==> src/rtl/enc8_pkg.sv <==
// -----------------------------------------------------------------------------
// enc8_pkg
//   Shared types, widths and helpers for the serial one-hot encoder.
//   Code mapping mirrors the 3-to-8 one-hot decoder: vector bit 7 <-> code 000,
//   vector bit 0 <-> code 111 (code = 7 - index).
// -----------------------------------------------------------------------------
package enc8_pkg;

  localparam int CODE_W = 3;
  localparam int N_REQ  = 8;
  localparam int CNT_W  = 4;

  typedef enum logic {
    IDLE   = 1'b0,
    SERIAL = 1'b1
  } enc_state_t;

  // Vector index to decoder-compatible code.
  function automatic logic [CODE_W-1:0] idx_to_code(input logic [CODE_W-1:0] idx);
    return 3'd7 - idx;
  endfunction

  // Number of set bits in a request vector (0..8).
  function automatic logic [CNT_W-1:0] popcount8(input logic [N_REQ-1:0] v);
    logic [CNT_W-1:0] c;
    c = 4'd0;
    for (int i = 0; i < N_REQ; i++) begin
      c = c + {3'd0, v[i]};
    end
    return c;
  endfunction

endpackage

==> src/rtl/serial_onehot_encoder8_prio_pick8.sv <==
// -----------------------------------------------------------------------------
// prio_pick8
//   Combinational priority picker over the pending request vector.
//   Ports:
//     pending    in  8  bits still to be serviced
//     pick       out 3  index of the priority bit (highest if MSB_FIRST, else lowest)
//     clear_mask out 8  one-hot of the picked bit (all zero when nothing pending)
//     is_last    out 1  exactly one bit is pending
// -----------------------------------------------------------------------------
module prio_pick8
  import enc8_pkg::*;
#(
  parameter bit MSB_FIRST = 1'b1
) (
  input  logic [N_REQ-1:0]  pending,
  output logic [CODE_W-1:0] pick,
  output logic [N_REQ-1:0]  clear_mask,
  output logic              is_last
);

  logic any_s;

  // Priority scan: the last matching bit in scan order wins, so scanning
  // upward yields the highest set index and scanning downward the lowest.
  always_comb begin
    pick = 3'd0;
    for (int i = 0; i < N_REQ; i++) begin
      if (MSB_FIRST) begin
        pick = pending[i] ? 3'(i) : pick;
      end else begin
        pick = pending[N_REQ-1-i] ? 3'(N_REQ-1-i) : pick;
      end
    end
  end

  // Mask and last-bit flag; v & (v-1) clears the lowest set bit, so a zero
  // result on a non-zero vector means a single bit is left.
  always_comb begin
    any_s      = (pending != 8'd0);
    clear_mask = any_s ? (8'd1 << pick) : 8'd0;
    is_last    = any_s && ((pending & (pending - 8'd1)) == 8'd0);
  end

endmodule

==> src/rtl/serial_onehot_encoder8.sv <==
// -----------------------------------------------------------------------------
// serial_onehot_encoder8
//   Accepts an 8-bit request vector and emits the 3-bit code of every set bit,
//   one code per valid/ready handshake, in priority order.
//   Ports:
//     clk        in  1  rising-edge clock
//     rst_n      in  1  synchronous active-low reset
//     req_in     in  8  request vector, captured when a load is accepted
//     load       in  1  request vector valid
//     load_ready out 1  high only in IDLE
//     code       out 3  code of the serviced bit (7 - index), 000 when idle
//     out_valid  out 1  code valid (SERIAL state)
//     out_ready  in  1  consumer accepts code
//     out_last   out 1  current code is the final one of the vector
//     pend_cnt   out 4  set bits still pending including the current one
//     zero_err   out 1  one-cycle pulse after a load of an all-zero vector
// -----------------------------------------------------------------------------
module serial_onehot_encoder8
  import enc8_pkg::*;
#(
  parameter bit MSB_FIRST = 1'b1
) (
  input  logic              clk,
  input  logic              rst_n,
  input  logic [N_REQ-1:0]  req_in,
  input  logic              load,
  output logic              load_ready,
  output logic [CODE_W-1:0] code,
  output logic              out_valid,
  input  logic              out_ready,
  output logic              out_last,
  output logic [CNT_W-1:0]  pend_cnt,
  output logic              zero_err
);

  enc_state_t         state_r;
  enc_state_t         state_s;
  logic [N_REQ-1:0]   pending_r;
  logic [N_REQ-1:0]   pending_s;
  logic               zero_err_r;
  logic               zero_err_s;

  logic [CODE_W-1:0]  pick_s;
  logic [N_REQ-1:0]   clear_mask_s;
  logic               is_last_s;

  prio_pick8 #(
    .MSB_FIRST (MSB_FIRST)
  ) u_pick (
    .pending    (pending_r),
    .pick       (pick_s),
    .clear_mask (clear_mask_s),
    .is_last    (is_last_s)
  );

  // State, pending vector and zero-load flag registers.
  always_ff @(posedge clk) begin
    if (!rst_n) begin
      state_r    <= IDLE;
      pending_r  <= 8'd0;
      zero_err_r <= 1'b0;
    end else begin
      state_r    <= state_s;
      pending_r  <= pending_s;
      zero_err_r <= zero_err_s;
    end
  end

  // Next-state logic and state-decoded handshake outputs.
  always_comb begin
    state_s    = state_r;
    pending_s  = pending_r;
    zero_err_s = 1'b0;
    load_ready = 1'b0;
    out_valid  = 1'b0;
    case (state_r)
      IDLE: begin
        load_ready = 1'b1;
        if (load) begin
          if (req_in != 8'd0) begin
            pending_s = req_in;
            state_s   = SERIAL;
          end else begin
            // Empty vector: nothing to serialise, just flag it.
            pending_s  = 8'd0;
            zero_err_s = 1'b1;
          end
        end else begin
          pending_s = 8'd0;
        end
      end
      SERIAL: begin
        // load is deliberately not looked at here.
        out_valid = 1'b1;
        if (out_ready) begin
          pending_s = pending_r & ~clear_mask_s;
          if (is_last_s) begin
            state_s = IDLE;
          end else begin
            state_s = SERIAL;
          end
        end else begin
          pending_s = pending_r;
        end
      end
      default: begin
        state_s   = IDLE;
        pending_s = 8'd0;
      end
    endcase
  end

  // Data outputs depend only on registered state, never on same-cycle inputs.
  // code is forced to 000 outside SERIAL so an empty picker does not show 111.
  always_comb begin
    if (state_r == SERIAL) begin
      code     = idx_to_code(pick_s);
      out_last = is_last_s;
    end else begin
      code     = 3'd0;
      out_last = 1'b0;
    end
    pend_cnt = popcount8(pending_r);
    zero_err = zero_err_r;
  end

endmodule

==> config.mk <==
export PLATFORM = sky130hd
export DESIGN_NAME = serial_onehot_encoder8
export DESIGN_NICKNAME = d
export VERILOG_FILES = /design/src/rtl/enc8_pkg.sv /design/src/rtl/serial_onehot_encoder8_prio_pick8.sv /design/src/rtl/serial_onehot_encoder8.sv
export SDC_FILE = /design/constraint.sdc
export NUM_CORES = 1
export LEC_CHECK = 0
export BUFFER_PORTS_ARGS = -buffer_cell sky130_fd_sc_hd__buf_4
export CAP_MARGIN = 20
export CORE_MARGIN = 4
export CORE_UTILIZATION = 54
export CTS_CLUSTER_SIZE = 8
export DETAILED_ROUTE_END_ITERATION = 8
export GPL_TIMING_DRIVEN = 0
export PLACE_DENSITY = 0.81
export SLEW_MARGIN = 20
export SYNTH_ARGS = -nofsm -noshare
export SYNTH_HDL_FRONTEND = slang
export SYNTH_SLANG_ARGS = --single-unit
==> constraint.sdc <==
create_clock -name clk -period 4.4 [get_ports clk]
set_input_delay 0.44 -clock clk [delete_from_list [all_inputs] [get_ports clk]]
set_output_delay 0.44 -clock clk [all_outputs]
set_load 0.02 [all_outputs]
# --- Yosys cells after proc, flatten, opt, wreduce, memory -nomap -nowiden ---
# Cells that the tools add are included.
word_totals:
  ff_bits: 10
  latchBits: 0
  ram_bits: 0
  romBits: 0
  output_inout_bits: 11
  memories: 0
classes:
  add_sub_neg: 9
  mul: 0
  n_div: 0
  order_cmp: 0
  n_eq_ne: 1
  shift: 1
  mux: 22
  n_bitwise: 6
  reduce_logical: 5
ops:
  columns: ["operator", "n"]
  rows:
  - ["two-way mux 8 bit", 4]
  - ["two-way mux 3 bit", 7]
  - ["adder 4 x 1 -> 4 bit", 4]
  - ["AND 8 bit", 2]
  - ["one-hot mux 8 bit (2 select lines)", 1]
  - ["nonzero test 8 bit", 2]
  - ["two-way mux 1 bit", 9]
  - ["logical NOT 8 bit", 1]
  - ["inverter 8 bit", 1]
  - ["<< shifter 1 x 3 -> 8 bit, first input constant", 1]
  - ["subtractor 8 x 1 -> 8 bit, second input constant", 1]
  - ["adder 3 x 1 -> 4 bit", 1]
  - ["adder 2 x 1 -> 3 bit", 1]
  - ["inverter 1 bit", 3]
  - ["OR reduction 3 bit", 1]
  - ["subtractor 3 bit, first input constant", 1]
  - ["adder 1 x 1 -> 2 bit", 1]
  - ["inequality test 2 bit, second input constant", 1]
  - ["one-hot mux 1 bit (2 select lines)", 1]
  - ["logical AND 1 bit", 1]

# --- Longest topological paths before layout ---
depth:
  depth_word: 13
  depth_mapped: 9
  depth_no_buf: 9

# --- Hierarchy ---
# A second synthesis with hierarchy kept.
unflattened:
  cells_unflattened: 102
  hier_area_um2: 810.8
modules_own_cells:
  columns: ["mod", "n_inst", "cells_each", "area_per_inst_um2", "seq_area_each_um2"]
  rows:
  - ["serial_onehot_encoder8", 1, 66, 600.6, 200.2]
  - ["prio_pick8", 1, 36, 210.2, 0.0]

# --- Worst setup path before layout ---
# No wires, ideal clock.
synth_timing:
  kind: "register to output"
  startpoint: "register pending_r[0]"
  endpoint: "output pend_cnt[2]"
  t_arrival_ns: 2.815
  required_ns: 3.960
  setup_slack_ns: 1.145
  path_stages_with_launch: 10
  cell_sequence: "dfxtp_1 -> fa_1 -> inv_1 -> fa_1 -> fa_1 -> inv_1 -> ha_1 -> inv_1 -> fa_1 -> xnor2_1"
synth_between:
  elab_chain_cells: 7
synth_lines:
  columns: ["element", "line_no", "text"]
  rows:
  - ["start: declaration", "serial_onehot_encoder8.sv:38", "logic [N_REQ-1:0] pending_r;"]
  - ["start signal: assignment", "serial_onehot_encoder8.sv:64", "pending_r <= pending_s;"]
  - ["adder 1 x 1 -> 2 bit", "enc8_pkg.sv:28", "c = c + {3'd0, v[i]};"]
  - ["adder 2 x 1 -> 3 bit", "enc8_pkg.sv:28", null]
  - ["adder 3 x 1 -> 4 bit", "enc8_pkg.sv:28", null]
  - ["adder 4 x 1 -> 4 bit (4 in series)", "enc8_pkg.sv:28", null]
  - ["end: declaration", "serial_onehot_encoder8.sv:32", "output logic [CNT_W-1:0] pend_cnt,"]
# Every way passes these cells.

# --- Worst setup path after layout ---
# Ends and elaborated chain as after synthesis.

==> impl_results.md <==
- Status: finished clean
- Post-route setup slack: 0.806 ns
- Clk slew on worst S/H paths: 0.07 ns
- GPL Wtd Cong: 0.826
- CP Buf/Inv Count: 4
- Final period util: 81.7%
- Worst Path Max Fanout: 5
- Worst-margin pin slew: 0.371 ns
- Layout area overhead: 25.3%
- Initial DRC Count: 55
- Die width: 46.9 µm
- CTS tree: built
- CP Data Arrival Time: 3.15 ns
- CTS resizes: 0
- Synth top area share: 24.5%
- Final hold slack: 0.390 ns
- Routed len/inst: 15.5 µm
- VDD IR max: 0.000142 V
- Mapped Area: 817 µm²
- Final #Nets: 144
- Layout cells sized above 1: 26.7%
- N_diodes: 0
- Hold WC Path Type: primary input to flip-flop
- Setup TNS: 0 ns
- Die H: 46.9 µm
- Root Buffer: clkbuf_4
- Fmax: 0.278 GHz
- Final hold violation count: 0
- Dpl cells: 132
- Cell Chain, Critical Path: fa_1 > inv_1 > fa_1 > fa_1 > inv_1 > ha_1 > inv_1 > fa_1 > xnor2_1 > buf_4
- Row count: 13
- Finished Core Util: 74.9%
- Synth area leader: dfxtp_1
- First-pass GRT wire length: 3470 µm
- Mean Syn Cell Area: 8.60 µm²
- Total track usage: 22.6%
- Lkg Pwr: 0.472 nW
- CP max-delay cell: fa_1
- Initial Utilization: 59.8%
- Max cap viols: 0
- Vias/cell: 6.12
- CTS max path bufs: 2
- Slew Viols, Final: 0
- Worst EP required: 3.96 ns
- Most frequent cells after synthesis: inv_1 (16), dfxtp_1 (10), a21oi_1 (8)
- Synth Net Count: 117
- Antenna violations before repair: 0
- Number of buffers added on ports: 22
- Setup violators final: 0
- Total CTS buffers: 3
- Sequential element share of the synthesized area: 24.5%
- First-pass DRT Iterations: 4
- Yosys Warn Count: 0
- Pin count of the biggest net entering global routing: 11
- Family with the most delay on the worst path: adder cells
- Critical Path Source Type: flip-flop
- Critical path class: flip-flop to output pin
- Die ar.: 2200 µm²
- Skew-Pair Late Insertion Delay: 0.27 ns
- RSZ-0062 raised after global routing: false
- Synth Instances: 95
- ANT nets after route: 0
- Top cells by area, synth: dfxtp_1 (25%), fa_1 (9.8%), ha_1 (9.2%)
- Critical path endpoint category: output pin
- HPWL Detailed: 1660 µm
- H-Tree Depth: 1
- Crit path largest cell delay: 0.54 ns
- Clock Skews: 0.00426 ns
- Postcts setup bufs: 0
- Clock Sinks: 10
- Flops & latches, synth: 10
- Via count: 826
- Pre-CTS WS: 1.10 ns
- Number of flops mapped to enable cells by yosys: 0
- Vias in the first global route: 754
- Post-synth top flop: dfxtp_1
- Min cycle time layout: 3.59 ns
- Critical path's most frequent cell: fa_1
- Slew HR: 75.0%
- Synth async-reset ratio: 0%
- Fillers: 111
- GRT overflow: 0
- WL final: 2090 µm
- Most common cell in the netlist: inv_1
- Core area: 1370 µm²
- Residual DRC: 0
- # IOs: 23
- Power per cell area: 279 nW/µm²
- Post-CTS Hold Buffers: 0
- Finished Layout Cells: 135
- Count of cell types in the netlist: 33
## cells by family after synthesis
family	share of synthesized area [%]
adder cells (fa/ha/maj)	19.0
flip-flops	24.5
AO/OA/AOI/OAI	24.0
buffers and inverters	10.6
XOR/XNOR	1.07
AND/OR/NAND/NOR	20.8
## layout make-up
class	count	area, µm²	share of cell area (%)
Inverter	17	63.8	6.23
Sequential cell	10	200	19.6
Timing Repair Buffer	22	165	16.1
Clock buffer	3	22.5	2.20
Tap cell	15	18.8	1.83
Multi-Input combinational cell	66	531	51.8
Buffer	2	22.5	2.20
## metal layers
| layer | up-vias | wire (µm) | global-route usage [%] |
|---|---|---|---|
| met1 | 399 | 900 | 29.8 |
| met3 | 4 | 136 | 5.75 |
| li1 | 394 | - | - |
| met2 | 29 | 1040 | 36.3 |
| met5 | - | 0 | 0 |
| met4 | 0 | 19 | 6.63 |
## where the power goes
part | internal, mW | switching, mW | total (mW)
combinational | 0.0522 | 0.0651 | 0.117
clock | 0.0317 | 0.0322 | 0.0639
sequential | 0.0957 | 0.00887 | 0.105
total | 0.180 | 0.106 | 0.286
## metrics by stage
| stage | power (mW) | area [µm²] |
|---|---|---|
| global placement | 0.220 | 1000 |
| CTS | 0.288 | 1020 |
| global route | 0.306 | 1020 |
| finish | 0.286 | 1020 |
| detailed placement | 0.223 | 1000 |
| floorplan | 0.180 | 817 |
## registers in the layout, indices dropped and copies added, names as in the netlist
name,count
zero_err,1
pending_r,8
state_r,1
## path summary, 6_finish.rpt
kind                start      endpoint  slack [ns]  depth (start not counted)
max reg2reg  pending_r[1]       state_r        2.89                          5
min             req_in[4]  pending_r[4]        0.39                          2
min reg2reg  pending_r[2]  pending_r[0]        0.63                          2
max          pending_r[0]   pend_cnt[2]        0.81                         10
## layout by cell type, fill, tap and decap left out, types with 4 or more instances in the layout
cell type,instances
a21oi_1,8
buf_4,22
dfxtp_1,10
fa_1,4
ha_1,6
inv_1,16
nand2_1,4
nand3_1,7
nor2_1,5
Note: power is estimated with default switching activity, not from simulation.
